`src/rtl/exe_unit_w2.sv`:
```
// exe_unit_w2: handshaked execution unit with registered result/status.
// Single-cycle ALU ops plus iterative signed multiply and divide on operand magnitudes.
module exe_unit_w2 #(
  parameter int m = 8,
  parameter int n = 3
) (
  input  logic         i_clk,
  input  logic         i_rsn,
  input  logic         i_valid,
  output logic         o_ready,
  input  logic [n-1:0] i_oper,
  input  logic [m-1:0] i_argA,
  input  logic [m-1:0] i_argB,
  output logic         o_valid,
  output logic [m-1:0] o_result,
  output logic [1:0]   o_status
);

  localparam int CW = $clog2(m + 1);
  localparam int SW = $clog2(m);
  localparam logic [CW-1:0] LAST_ITER = CW'(m);
  localparam logic [m-1:0]  M_LIMIT   = m'(m);

  // EXEC is the single evaluation cycle of the one-cycle ops
  typedef enum logic [1:0] {IDLE, EXEC, BUSY, DONE} state_t;

  state_t state_reg, state_next;

  logic [CW-1:0]  cnt_reg;
  logic [n-1:0]   op_reg;
  logic [m-1:0]   a_reg, b_reg;
  logic           neg_reg;
  logic [2*m-1:0] acc_reg, mcand_reg;
  logic [m-1:0]   work_reg, dvsr_reg, rem_reg;

  logic           accept, is_multi_in, iter_done, load_result;
  logic           op_hi_in, op_hi_reg;
  logic [m:0]     rem_shift;
  logic [m-1:0]   rem_sub;
  logic           div_fits;
  logic [2*m-1:0] prod;
  logic [m-1:0]   hi_diff;
  logic [m-1:0]   sum, diff, shl_res, shl_back, quot;
  logic [SW-1:0]  sh_amt;
  logic           shl_bad;
  logic [m-1:0]   fin_res;
  logic           fin_err, fin_ovf;
  logic [1:0]     fin_status;

  function automatic logic [m-1:0] mag(input logic [m-1:0] x);
    return x[m-1] ? -x : x;
  endfunction

  // Opcode bits above the defined range make the operation invalid
  if (n > 3) begin : g_wide_op
    assign op_hi_in  = |i_oper[n-1:3];
    assign op_hi_reg = |op_reg[n-1:3];
  end else begin : g_narrow_op
    assign op_hi_in  = 1'b0;
    assign op_hi_reg = 1'b0;
  end

  assign accept      = (state_reg == IDLE) && i_valid;
  assign is_multi_in = !op_hi_in && (i_oper[2:1] == 2'b11);
  assign iter_done   = (cnt_reg == LAST_ITER);
  assign load_result = (state_reg == EXEC) || ((state_reg == BUSY) && iter_done);

  assign o_ready = (state_reg == IDLE);
  assign o_valid = (state_reg == DONE);

  always_ff @(posedge i_clk or negedge i_rsn) begin
    if (!i_rsn) begin
      state_reg <= IDLE;
    end else begin
      state_reg <= state_next;
    end
  end

  always_comb begin
    state_next = state_reg;
    case (state_reg)
      IDLE:    if (i_valid) state_next = is_multi_in ? BUSY : EXEC;
      EXEC:    state_next = DONE;
      BUSY:    if (iter_done) state_next = DONE;
      DONE:    state_next = IDLE;
      default: state_next = IDLE;
    endcase
  end

  // One restoring-division step: shift in the next dividend bit, subtract if it fits
  assign rem_shift = {rem_reg, work_reg[m-1]};
  assign div_fits  = (rem_shift >= {1'b0, dvsr_reg});
  assign rem_sub   = rem_shift[m-1:0] - dvsr_reg;

  always_ff @(posedge i_clk or negedge i_rsn) begin
    if (!i_rsn) begin
      cnt_reg   <= '0;
      op_reg    <= '0;
      a_reg     <= '0;
      b_reg     <= '0;
      neg_reg   <= 1'b0;
      acc_reg   <= '0;
      mcand_reg <= '0;
      work_reg  <= '0;
      dvsr_reg  <= '0;
      rem_reg   <= '0;
      o_result  <= '0;
      o_status  <= 2'b00;
    end else begin
      if (accept) begin
        op_reg    <= i_oper;
        a_reg     <= i_argA;
        b_reg     <= i_argB;
        neg_reg   <= i_argA[m-1] ^ i_argB[m-1];
        cnt_reg   <= '0;
        acc_reg   <= '0;
        rem_reg   <= '0;
        mcand_reg <= {{m{1'b0}}, mag(i_argA)};
        dvsr_reg  <= mag(i_argB);
        // multiplier for mul, dividend for div
        work_reg  <= i_oper[0] ? mag(i_argA) : mag(i_argB);
      end else if ((state_reg == BUSY) && !iter_done) begin
        cnt_reg <= cnt_reg + CW'(1);
        if (!op_reg[0]) begin
          if (work_reg[0]) acc_reg <= acc_reg + mcand_reg;
          mcand_reg <= mcand_reg << 1;
          work_reg  <= work_reg >> 1;
        end else begin
          rem_reg  <= div_fits ? rem_sub : rem_shift[m-1:0];
          work_reg <= {work_reg[m-2:0], div_fits};
        end
      end
      if (load_result) begin
        o_result <= fin_res;
        o_status <= fin_status;
      end
    end
  end

  assign prod = neg_reg ? -acc_reg : acc_reg;

  // Product fits in m signed bits only if its upper half replicates bit m-1
  for (genvar gi = m; gi < 2 * m; gi++) begin : g_prod_ovf
    assign hi_diff[gi-m] = prod[gi] ^ prod[m-1];
  end

  assign sum      = a_reg + b_reg;
  assign diff     = a_reg - b_reg;
  assign sh_amt   = b_reg[SW-1:0];
  assign shl_res  = a_reg << sh_amt;
  assign shl_back = $signed(shl_res) >>> sh_amt;
  assign shl_bad  = b_reg[m-1] || (b_reg >= M_LIMIT);
  assign quot     = neg_reg ? -work_reg : work_reg;

  always_comb begin
    fin_res = '0;
    fin_err = 1'b0;
    fin_ovf = 1'b0;
    if (op_hi_reg) begin
      fin_err = 1'b1;
    end else begin
      case (op_reg[2:0])
        3'd0: begin
          fin_res = sum;
          fin_ovf = (a_reg[m-1] == b_reg[m-1]) && (sum[m-1] != a_reg[m-1]);
        end
        3'd1: begin
          fin_res = diff;
          fin_ovf = (a_reg[m-1] != b_reg[m-1]) && (diff[m-1] != a_reg[m-1]);
        end
        3'd2: fin_res = a_reg & b_reg;
        3'd3: fin_res = a_reg | b_reg;
        3'd4: fin_res = a_reg ^ b_reg;
        3'd5: begin
          if (shl_bad) begin
            fin_err = 1'b1;
          end else begin
            fin_res = shl_res;
            fin_ovf = (shl_back != a_reg);
          end
        end
        3'd6: begin
          fin_res = prod[m-1:0];
          fin_ovf = |hi_diff;
        end
        3'd7: begin
          if (b_reg == '0) begin
            fin_err = 1'b1;
          end else begin
            fin_res = quot;
            // only -2^(m-1) / -1 yields a positive magnitude with the MSB set
            fin_ovf = !neg_reg && work_reg[m-1];
          end
        end
        default: fin_err = 1'b1;
      endcase
    end
  end

  always_comb begin
    fin_status = 2'b00;
    if (fin_err)              fin_status = 2'b11;
    else if (fin_ovf)         fin_status = 2'b10;
    else if (fin_res == '0)   fin_status = 2'b01;
  end

endmodule

```
`config.mk`:
```
export PLATFORM = sky130hd
export DESIGN_NAME = exe_unit_w2
export DESIGN_NICKNAME = d
export VERILOG_FILES = /design/src/rtl/exe_unit_w2.sv
export SDC_FILE = /design/constraint.sdc
export NUM_CORES = 1
export LEC_CHECK = 0
export ABC_CLOCK_PERIOD_IN_PS = 6100
export CORE_UTILIZATION = 50
export CTS_CLUSTER_DIAMETER = 60
export DETAILED_ROUTE_END_ITERATION = 10
export PLACE_DENSITY = 0.65
export SLEW_MARGIN = 20
export SYNTH_ARGS = -nofsm -noshare
export SYNTH_HDL_FRONTEND = slang
export SYNTH_SLANG_ARGS = --single-unit
```
`constraint.sdc`:
```
create_clock -name i_clk -period 6.1 [get_ports i_clk]
set_input_delay 1.22 -clock i_clk [delete_from_list [all_inputs] [get_ports i_clk]]
set_output_delay 1.22 -clock i_clk [all_outputs]
set_load 0.01 [all_outputs]
```
==> results.txt, run 1 <==
final worst-path cycle share = 57.9%
initial core utilization = 51.7%
Port Buffers = 33
# H-tree levels = 3
VDD IR max = 0.000329 V
top_reg_cell synth = dfrtp_1
number of global-route vias before repair = 6615
Net Count, Synth = 1037
required time of the critical path = 6.36 ns
status = finished with violations
grt met2 use = 44.4%
CTS tree = done
Cells after Synth = 953
GR Util All Layers = 28.7%
initial antenna violation count = 0
Post-synth EDFFs = 0
wirelength, routed = 21.8 mm
worst endpoint data arrival time = 3.80 ns
insertion delay to the later sink of the worst-skew pair = 0.36 ns
synth warn = 0
Hold Vio Cnt, Final = 0
RD Place Congestion = 1.02
MaxCap Viol Count = 0
failing checks = design-rule violations
Via density = 6.16
remaining antenna violation count = 0
Static Leak = 3.63 nW
final setup fails = 0
wire per inst = 19.0 um
Final Max Tran Viols = 0
Area growth, synth to finish = 9.39%
sequential fraction of the synthesis area = 29.9%
GRT met3 Usage = 3.42%
clock sinks = 91
Worst Setup Start Kind = flip-flop
Post-CTS Setup Bufs = 0
ys async rst share = 100%
die area = 15700 sq um
commonest non-fill, non-tap cell in the layout = nand2_1
commonest non-fill, non-tap cells in the layout = nand2_1 (145), dfrtp_1 (91), o21ai_0 (79), nor2_1 (73), ha_1 (58)
CTS clk-pin slew, worst paths = 0.07 ns
Worst Tran Pin Value = 0.942 ns
hold_ws = 0.472 ns
PwrDens = 641 nW/um^2
DP HPWL = 16.3 mm
Post-Syn Area = 7600 sq um
Hold Buf Count CTS = 0
critical path class = reg2reg
Worst Skew = 0.0114 ns
critical path capture point type = flip-flop
routed via count = 7057
Nets = 1042
DRC = 1
# resized after CTS = 0
FF+latch count, synth = 91
Top Ports = 34
CP Max Fanout = 19
CTS Buffer Depth = 2
met1 Usage GRT = 40.0%
pin count of the biggest net entering global routing = 55
antenna cells = 0
number of iterations in the first detailed-routing pass = 9
RSZ-0062 raised after global routing = no
core area = 14700 sq um
clk root buf = clkbuf_16
Setup TNS = 0 ns
f_max = 0.283 GHz
global-route layer with the greatest usage = met2
headroom to the max-slew limit = 37.2%
Tmin final = 3.53 ns
syn_area_per_cell = 7.98 sq um
die height = 125 um
synth unique cells = 75
Overflow after GRT = 0
TritonCTS buffer count = 9
# fillers = 1364
drt initial violations = 708
layout cell share with drive strength beyond 1 = 4.57%
class of the worst hold path = reg2reg
first-pass GRT wire length = 35.3 mm
Rows = 44
die width = 125 um
final cells by class:
class,instances,area (sq um),share of cell area (%)
multi-input cells,755,4920,59.2
flip-flops and latches,91,2280,27.4
repair buffers,43,403,4.84
clock buffers,11,243,2.92
well taps,184,230,2.77
inverters,58,218,2.62
clock inverters,4,27.5,0.331
power breakdown:
group	internal, mW	switching (mW)	leakage [nW]
clock network	0.285	0.246	0.124
registers	0.885	0.504	1.14
logic	1.45	1.97	2.36
total	2.62	2.72	3.63
cells by family (layout without fill, tap and decap cells):
group	count (synthesis)	after routing	share of synthesized area, %
xor gates and xnor gates	52	52	5.99
adders and majority gates	62	62	10.6
muxes	27	27	4.01
and+or+nand+nor	331	331	19.9
AOI/OAI and AO/OA	283	283	24.1
buffers and inverters	107	116	5.45
DFF	91	91	29.9
metrics by stage:
| step | area [sq um] | util (%) | power (mW) | setup slack [ns] | cells |
|---|---|---|---|---|---|
| 6_report | 8320 | 56.6 | 5.34 | 2.57 | 1146 |
| 3_5_place_dp | 8050 | 54.8 | 4.74 | 2.63 | 1131 |
| 2_1_floorplan | 7600 | - | 3.81 | 3.11 | 953 |
| 3_3_place_gp | 8050 | 54.8 | 4.72 | 2.70 | 1131 |
| 4_1_cts | 8320 | 56.6 | 5.29 | 2.62 | 1146 |
| 5_1_grt | 8320 | 56.6 | 5.79 | 2.39 | 1146 |
metal layers:
layer,vias up,share of wire [%]
met1,3347,47
met5,-,0
met2,237,44
li1,3414,-
met3,59,5.0
met4,0,3.8
synthesized netlist by cell type, drive strengths merged (3+ instances only):
library cell	instances	area, sq um
dfrtp	91	2280
nand2b	10	62.6
o211ai	14	105
clkbuf	40	150
nor2b	15	93.8
a31oi	15	93.8
a22oi	4	30.0
o31ai	19	143
a311oi	3	26.3
o32ai	3	33.8
mux2	8	90.1
nand3	18	90.1
mux2i	17	170
nand4	6	37.5
nor4b	4	41.3
o221ai	6	52.6
xnor2	33	289
a21boi	9	67.6
o41ai	5	51.3
nor3	23	115
or3	9	56.3
buf	9	46.3
nor2	73	274
a21oi	57	285
nor4	6	37.5
or4	4	33.8
xor2	19	166
inv	57	214
ha	58	726
a211oi	5	37.5
a22o	11	96.3
nand2	145	544
o21ai	84	424
o22ai	8	50.1
and3	8	50.1
fa	4	80.1
o21a	4	30.0
a21o	14	105
critical path, cell delays in order (launching register included):
cell and delay [ns]:
dfrtp_1 0.82, inv_1 0.28, ha_1 0.29, mux4_2 0.51, nand2_1 0.13, o221a_1 0.18, o221ai_1 0.16, nor3b_1 0.23
nor3_1 0.11, or4_1 0.55, o32ai_2 0.20
path summary, 6_finish.rpt:
kind / start / endpoint / slack (ns) / cells after the start
min: o_result[2] / o_result[2] / 0.47 / 2
max reg2reg: b_reg[0] / o_status[0] / 2.57 / 10
max in group asynchronous: i_rsn / o_status[1] / 4.20 / 2
max: b_reg[0] / o_status[0] / 2.57 / 10
min reg2reg: o_result[2] / o_result[2] / 0.47 / 2
min in group asynchronous: i_rsn / mcand_reg[10] / 0.83 / 1
No activity file was read; power rests on OpenSTA's default activity.
==> inputs of run 2 (changes only) <==
--- a/config.mk
+++ b/config.mk
@@ -5,7 +5,7 @@
 export SDC_FILE = /design/constraint.sdc
 export NUM_CORES = 1
 export LEC_CHECK = 0
-export ABC_CLOCK_PERIOD_IN_PS = 6100
+export ABC_CLOCK_PERIOD_IN_PS = 3300
 export CORE_UTILIZATION = 50
 export CTS_CLUSTER_DIAMETER = 60
 export DETAILED_ROUTE_END_ITERATION = 10
==> constraint.sdc (replaced) <==
create_clock -name i_clk -period 3.3 [get_ports i_clk]
set_input_delay 0.66 -clock i_clk [delete_from_list [all_inputs] [get_ports i_clk]]
set_output_delay 0.66 -clock i_clk [all_outputs]
set_load 0.01 [all_outputs]
==> run 2 against run 1 <==
  * The run still ends with design-rule violations left
  * Sequential power rose by 65%
  * Total power rose by 91%
  * Design area is 3.1% higher
  * Register-to-register slack worse by 2.4 ns
  * Fmax increased by 14%
  * Combinational power increased by 100%
  * Flip-flop and latch count is the same
  * Worst hold slack got worse by 0.13 ns
  * Clock power increased by 84%
  * First-iteration DRC count is 6.9% higher
  * Non-clock buffer count rose by 30
  * Clock-buffer cell count is 1 lower
  * Critical path type unchanged
  * Critical endpoint unchanged
  * Largest cell class unchanged
  * Largest power group unchanged
==> results.txt, run 2 (same netlist as run 1, synthesis figures left out) <==
Seq pwr share = 22.5%
Rows = 44
wire per inst = 18.6 um
insertion delay to the later sink of the worst-skew pair = 0.35 ns
die area = 15700 sq um
Port Buffers = 33
combinational power share = 67.9%
routed via count = 7061
RD Place Congestion = 0.994
status = finished with violations
Worst Setup Start Kind = flip-flop
antenna cells = 0
commonest non-fill, non-tap cell in the layout = nand2_1
Worst Skew = 0.00930 ns
die height = 125 um
worst endpoint data arrival time = 3.36 ns
post-layout util = 58.3%
drt initial violations = 757
Hold Vio Cnt, Final = 0
layout cell share with drive strength beyond 1 = 7.65%
failing checks = design-rule violations
clock sinks = 91
# fillers = 1401
portion of total power attributed to the clock network = 9.6%
initial core utilization = 51.7%
DRC = 1
# H-tree levels = 3
Hold Buf Count CTS = 0
initial antenna violation count = 0
Static Leak = 3.79 nW
commonest non-fill, non-tap cells in the layout = nand2_1 (145), dfrtp_1 (91), o21ai_0 (79), nor2_1 (73), ha_1 (58)
core area = 14700 sq um
CTS Buffer Depth = 2
Via density = 6.00
number of iterations in the first detailed-routing pass = 9
Post-CTS Setup Bufs = 0
f_max = 0.322 GHz
Register Area = 2280 sq um
Setup TNS = 0 ns
Final Max Tran Viols = 0
cell-internal power = 5.10 mW
wirelength, routed = 21.9 mm
Area growth, synth to finish = 12.8%
switch share = 49.8%
area of the multi-input gates = 4930 sq um
MaxCap Viol Count = 0
RSZ-0062 raised after global routing = no
pin count of the biggest net entering global routing = 92
remaining antenna violation count = 0
Tmin final = 3.10 ns
DP HPWL = 16.7 mm
GR Util All Layers = 29.2%
clk root buf = clkbuf_16
VDD IR max = 0.000549 V
CTS clk-pin slew, worst paths = 0.07 ns
Top Ports = 34
number of global-route vias before repair = 6703
class of the worst hold path = in2async
CTS tree = done
Overflow after GRT = 0
headroom to the max-slew limit = 53.3%
die width = 125 um
hold_ws = 0.346 ns
critical path class = reg2reg
# resized after CTS = 0
first-pass GRT wire length = 36.0 mm
TritonCTS buffer count = 9
NetSw = 5.07 mW
critical path capture point type = flip-flop
final setup fails = 0
required time of the critical path = 3.56 ns
final worst-path cycle share = 94.0%
CP Max Fanout = 6
Nets = 1072
Worst Tran Pin Value = 0.690 ns
PwrDens = 1190 nW/um^2
==> run 2: cell types whose count changed in the layout (fill, tap and decap cells not counted) <==
cell | before | now
buf_12 | 0 | 1
buf_4 | 11 | 40
clkbuf_1 | 1 | 0
clkinv_2 | 1 | 2
clkinv_4 | 0 | 1
nor4b_2 | 1 | 0
nor4b_4 | 0 | 1
==> run 2: power by group through the flow <==
| stage | Sequential [mW] | Clock, mW | Combinational [mW] |
|---|---|---|---|
| finish | 2.29 | 0.973 | 6.90 |
| CTS | 2.27 | 1.00 | 6.85 |
| floorplan | 2.09 | 0 | 4.95 |
| global placement | 2.28 | 0 | 6.79 |
| global route | 2.36 | 1.04 | 7.71 |
| detailed placement | 2.29 | 0 | 6.80 |
==> run 2: worst paths after layout <==
check	slack (ns)	end	cells after the start	start
max	0.20	o_status[0]	9	acc_reg[1]
min reg2reg	0.47	o_result[2]	2	o_result[2]
max reg2reg	0.20	o_status[0]	9	acc_reg[1]
min in group i_clk	0.47	o_result[2]	2	o_result[2]
max in group asynchronous	2.55	a_reg[5]	2	i_rsn
min	0.35	mcand_reg[12]	2	i_rsn
==> run 2: routing by layer <==
layer / part of all wire [%] / vias to the layer above / GRT usage, %
met4: 3.7 / 0 / 12.0
met3: 4.2 / 47 / 3.55
met2: 46 / 204 / 47.3
met5: 0 / - / 0
met1: 46 / 3341 / 39.8
li1: - / 3469 / -
==> run 2: layout make-up <==
type	count	share of cell area, %
multi-input combinational	755	57.5
tap	184	2.68
inverter	58	2.54
clock inverter	6	0.481
sequential	91	26.6
timing repair buffer	73	7.47
clock buffer	10	2.79
==> run 2: worst max-delay path: stages (launching register included) <==
cell	delay (ns)
dfrtp_1	0.44
or4_4	0.58
o21ai_2	0.14
xor2_1	0.23
o22ai_1	0.14
or3_1	0.37
o41ai_2	0.28
nor2_1	0.10
or4_1	0.52
o32ai_2	0.20
==> run 2: through the flow <==
stage	instances	power [mW]	area (sq um)	worst slack (ns)
finish	1177	10.2	8580	0.198
global route	1177	11.1	8580	0.0127
CTS	1177	10.1	8570	0.208
detailed placement	1161	9.10	8290	0.221
global placement	1161	9.08	8290	0.273
floorplan	953	7.04	7600	0.312
